--- src/rtl/mips_datapath.sv ---
// Multicycle MIPS datapath: PC, IR, Data, A, B, ALUOut, 32x32 register file and ALU.
// All sequencing comes from the external control_bus; memory is external.
module mips_datapath (
  input  logic        clk,
  input  logic        reset,
  input  logic [14:0] control_bus,
  output logic [5:0]  op,
  output logic [5:0]  func,
  output logic        zero,
  output logic [31:0] mem_addr,
  output logic [31:0] mem_wdata,
  output logic        mem_we,
  input  logic [31:0] mem_rdata
);

  logic       iord, memwrite, irwrite, pcen, alusrca, regwrite, regdst, memtoreg;
  logic [1:0] pcsrc, alusrcb;
  logic [2:0] alucontrol;

  assign {iord, memwrite, irwrite, pcen, alusrca, regwrite, regdst, memtoreg,
          pcsrc, alusrcb, alucontrol} = control_bus;

  logic [31:0] pc, instr, data, a, b, aluout;
  logic [31:0] rf [0:31];

  logic [31:0] rd1, rd2, signimm, srca, srcb, aluresult, pcnext, wd;
  logic [4:0]  wa;

  assign op        = instr[31:26];
  assign func      = instr[5:0];
  assign mem_addr  = iord ? aluout : pc;
  assign mem_wdata = b;
  assign mem_we    = memwrite;

  // $0 is forced to zero on read so a stray write can never leak out
  assign rd1 = (instr[25:21] == 5'd0) ? '0 : rf[instr[25:21]];
  assign rd2 = (instr[20:16] == 5'd0) ? '0 : rf[instr[20:16]];

  assign signimm = {{16{instr[15]}}, instr[15:0]};
  assign srca    = alusrca ? a : pc;

  always_comb begin
    srcb = b;
    case (alusrcb)
      2'b00: srcb = b;
      2'b01: srcb = 32'd4;
      2'b10: srcb = signimm;
      2'b11: srcb = {signimm[29:0], 2'b00};
      default: srcb = b;
    endcase
  end

  always_comb begin
    aluresult = '0;
    case (alucontrol)
      3'b010:  aluresult = srca + srcb;
      3'b110:  aluresult = srca - srcb;
      3'b000:  aluresult = srca & srcb;
      3'b001:  aluresult = srca | srcb;
      3'b111:  aluresult = {31'd0, $signed(srca) < $signed(srcb)};
      default: aluresult = '0;
    endcase
  end

  assign zero = (aluresult == 32'd0);

  always_comb begin
    pcnext = aluresult;
    case (pcsrc)
      2'b00:   pcnext = aluresult;
      2'b01:   pcnext = aluout;
      2'b10:   pcnext = {pc[31:28], instr[25:0], 2'b00};
      2'b11:   pcnext = aluresult;
      default: pcnext = aluresult;
    endcase
  end

  assign wa = regdst ? instr[15:11] : instr[20:16];
  assign wd = memtoreg ? data : aluout;

  always_ff @(posedge clk or posedge reset) begin
    if (reset) begin
      pc     <= '0;
      instr  <= '0;
      data   <= '0;
      a      <= '0;
      b      <= '0;
      aluout <= '0;
      for (int unsigned i = 0; i < 32; i++) rf[i[4:0]] <= '0;
    end else begin
      if (irwrite) instr <= mem_rdata;
      if (pcen)    pc    <= pcnext;
      data   <= mem_rdata;
      a      <= rd1;
      b      <= rd2;
      aluout <= aluresult;
      if (regwrite && (wa != 5'd0)) rf[wa] <= wd;
    end
  end

endmodule
--- config.mk ---
export PLATFORM = sky130hd
export DESIGN_NAME = mips_datapath
export DESIGN_NICKNAME = d
export VERILOG_FILES = /design/src/rtl/mips_datapath.sv
export SDC_FILE = /design/constraint.sdc
export NUM_CORES = 2
export LEC_CHECK = 0
export CELL_PAD_IN_SITES_DETAIL_PLACEMENT = 1
export CELL_PAD_IN_SITES_GLOBAL_PLACEMENT = 1
export CORE_MARGIN = 4
export CORE_UTILIZATION = 45
export DETAILED_ROUTE_END_ITERATION = 8
export PLACE_DENSITY_LB_ADDON = 0.1
export SETUP_SLACK_MARGIN = 0.5
export SLEW_MARGIN = 20
export SYNTH_ARGS = -nofsm -noshare
export SYNTH_HDL_FRONTEND = slang
export SYNTH_SLANG_ARGS = --single-unit
export TNS_END_PERCENT = 20
--- constraint.sdc ---
create_clock -name clk -period 49.5 [get_ports clk]
set_clock_uncertainty 0.2 [all_clocks]
set_input_delay 4.95 -clock clk [delete_from_list [all_inputs] [get_ports clk]]
set_output_delay 4.95 -clock clk [all_outputs]
set_load 0.01 [all_outputs]
==> run summary <==
Status: completed
Die area: 0.151 mm2
Tot GR Track Use: 0.326
Standard-cell row count: 139
Antenna Nets Post-Route: 0
Initial core utilization: 0.453
Largest cells by area after synthesis: dfrtp_1 47%, mux4_2 19%, a21oi_1 6.8%
# resized after CTS: 0
GPL Wtd Cong: 0.939
Static leakage: 30.4 nW
Final hold violation count: 0
CORE AREA: 0.143 mm2
Initial antenna violation count: 4
DP Wirelength: 151 mm
Clock Tree Root: clkbuf_16
Max stage delay cell, worst path: and2_0
Yosys cell types: 78
Placed instance area: 0.0680 mm2
Pwr dens: 60.1 mW/mm2
Finished Core Util: 0.508
Quantity of I/O buffers inserted on ports: 124
Slew margin rel.: 0.250
Worst Path Arrival: 11.53 ns
CTS Buf Count: 140
Critical path class: in -> out
Vias in the first global route: 51500
Maximum VDD drop: 0.0408 mV
Vias: 49600
Layout cells sized above 1: 0.200
Max-Cap Viols: 0
Class of the most critical hold timing path: reg -> reg
Max H-tree Level: 4
Final setup violation count: 0
Worst Path Buf+Inv: 3
Synthesized area: 0.0650 mm2
Cts hold-fix bufs: 0
Final period utilization: 0.337
Post-synth top area cell: dfrtp_1
Antenna diodes: 0
Prevailing post-synth register cell: dfrtp_1
Reg2reg setup slack: 44.17 ns
Critical path depth in cells: 18
Seq/Total Area, Yosys: 0.468
Post-synth EDFFs: 0
Reg clk slew, reported paths: 0.06 ns
FF-to-FF Start: instr[21]
Crit path from: control_bus[4]
Iter 0 DRT Violations: 4457
Clock sink count: 1216
CP required: 44.35 ns
TritonCTS clock tree: built
First-pass GRT wire length: 362 mm
Overflow after GRT: 0
CP endpoint: zero
Fin crit period: 16.68 ns
Share of the synthesized area in the top cell type: 0.468
Post-route DRC violation count: 0
Ports: 127
Fin. max-slew vios: 0
Most common cell in the synthesized netlist: dfrtp_1
Clock Latency Late Sink: 0.79 ns
Design area: 0.0729 mm2
Ys Warns: 0
RSZ-0062 raised after global routing: no
Syn Nets: 6065
Avg Inst Size Synth: 11.0 um2
Crit-path max FO: 20
Peak Freq: 59.9 MHz
Worst stage delay on the critical path: 0.77 ns
CP cell instances: clkdlybuf4s50_1 -> buf_4 -> and2_0 -> nand2_1 -> o21ai_0 -> ha_1 -> nor2_1 -> a211oi_1 -> o22ai_1 -> o311ai_1 -> nor3b_1 -> o311ai_0 -> xnor2_1 -> a2111oi_0 -> and4b_1 -> nand3_1 -> nor2_1 -> clkdlybuf4s50_1
R2R depth: 7
Final wirelength: 245 mm
Wire per inst: 31.7 um
TritonRoute pass-1 iters: 5
Worst r2r dst: a[9]
Vias per cell: 6.43
Clock Tree Buf Depth: 3
Post-synthesis register bit count: 1216
Mapped Cells: 5902
Design Power: 4.38 mW
CP Capture Type: primary output
Largest net degree at the start of global routing: 160
Post-CTS setup buffer count: 0
Post-synth ARST share: 1.00
Area grow syn2layout: 12.1%
Die height: 388 um
TNS Setup: 0 ns
Worst Tran Pin Value: 1.13 ns
CP top delay family: compound AO/OA/AOI/OAI gates
Startpoint Class: input pin
Nets@finish: 5877
Die width: 388 um
Most frequent cells after synthesis: 1216 x dfrtp_1, 972 x nor2_1, 880 x a21oi_1, 558 x mux4_2, 490 x clkbuf_1
-- placed cells by master (no fill, tap or decap), types with 12 or more instances in the layout --
cell                n
dfrtp_1          1206
nor2_1            948
a21oi_1           880
mux4_2            558
nand2_1           321
o21ai_0           310
clkbuf_16         145
mux2i_1           140
mux2_2            135
buf_4             132
clkdlybuf4s50_1   117
ha_1              111
inv_1             110
o22ai_1            60
clkbuf_8           38
a221oi_1           34
a211oi_1           32
clkbuf_1           30
nor3_1             27
a22oi_1            25
nor2_4             24
a21o_1             23
nand2b_1           21
o221ai_1           21
mux2i_2            20
o211ai_1           20
nor2b_1            17
clkinv_2           16
nand3_1            14
nand4_1            13
mux2i_4            12
o31ai_1            12
xnor2_1            12
-- layout make-up --
class,instances,area (um2)
Fill cell,15000,70600
Sequential cell,1216,30500
Timing Repair Buffer,270,2560
Tap cell,1903,2380
Clock buffer,212,4240
Clock inverter,40,487
Inverter,111,424
Multi-Input combinational cell,3975,32300
-- worst min-delay path by stage --
stage                     endpoint  cells past startpoint     start
after floorplan           rf[1001]                      1  rf[1001]
after global placement    rf[1007]                      0  rf[1007]
after detailed placement  rf[1001]                      0  rf[1001]
after CTS                 rf[1001]                      0  rf[1001]
after global routing      rf[1011]                      0  rf[1011]
final                     rf[1016]                      0  rf[1016]
-- kinds of logic (layout without fill, tap and decap cells) --
| logic type | after synthesis | count (layout) | synth area share |
|---|---|---|---|
| fa+ha+maj | 114 | 114 | 0.0222 |
| compound gates | 1525 | 1525 | 0.132 |
| flops | 1216 | 1216 | 0.468 |
| xor+xnor | 17 | 17 | 0.00229 |
| buf+inv | 711 | 633 | 0.0422 |
| mux | 865 | 865 | 0.243 |
| simple gates | 1454 | 1454 | 0.0899 |
-- through the flow --
step / worst slack [ns] / hold slack (ns) / std cells
floorplan: 10.09 / 0.241 / 5902
global placement: 32.95 / 0.176 / 7465
detailed placement: 32.86 / 0.183 / 7470
CTS: 32.84 / 0.197 / 7722
global route: 32.41 / 0.208 / 7727
finish: 32.82 / 0.197 / 7727
-- power breakdown --
part	switching, mW	internal [mW]	leakage [nW]
Combinational	0.765	0.768	13.0
Sequential	0.365	1.41	15.0
Clock	0.443	0.626	2.33
Total	1.57	2.80	30.4
-- flip-flops by register name (all words and copies together), names as in the netlist --
name / count
a: 32
aluout: 32
data: 32
instr: 32
mem_wdata: 32
pc: 32
rf: 1024
-- metal layers --
layer	wire length, um	track usage	up-vias
met5	0	0	-
met4	8460	0.103	0
met3	16300	0.0496	405
met2	114000	0.514	1762
met1	106000	0.467	26500
li1	-	-	21000
Power figures use the tool's default switching activity.
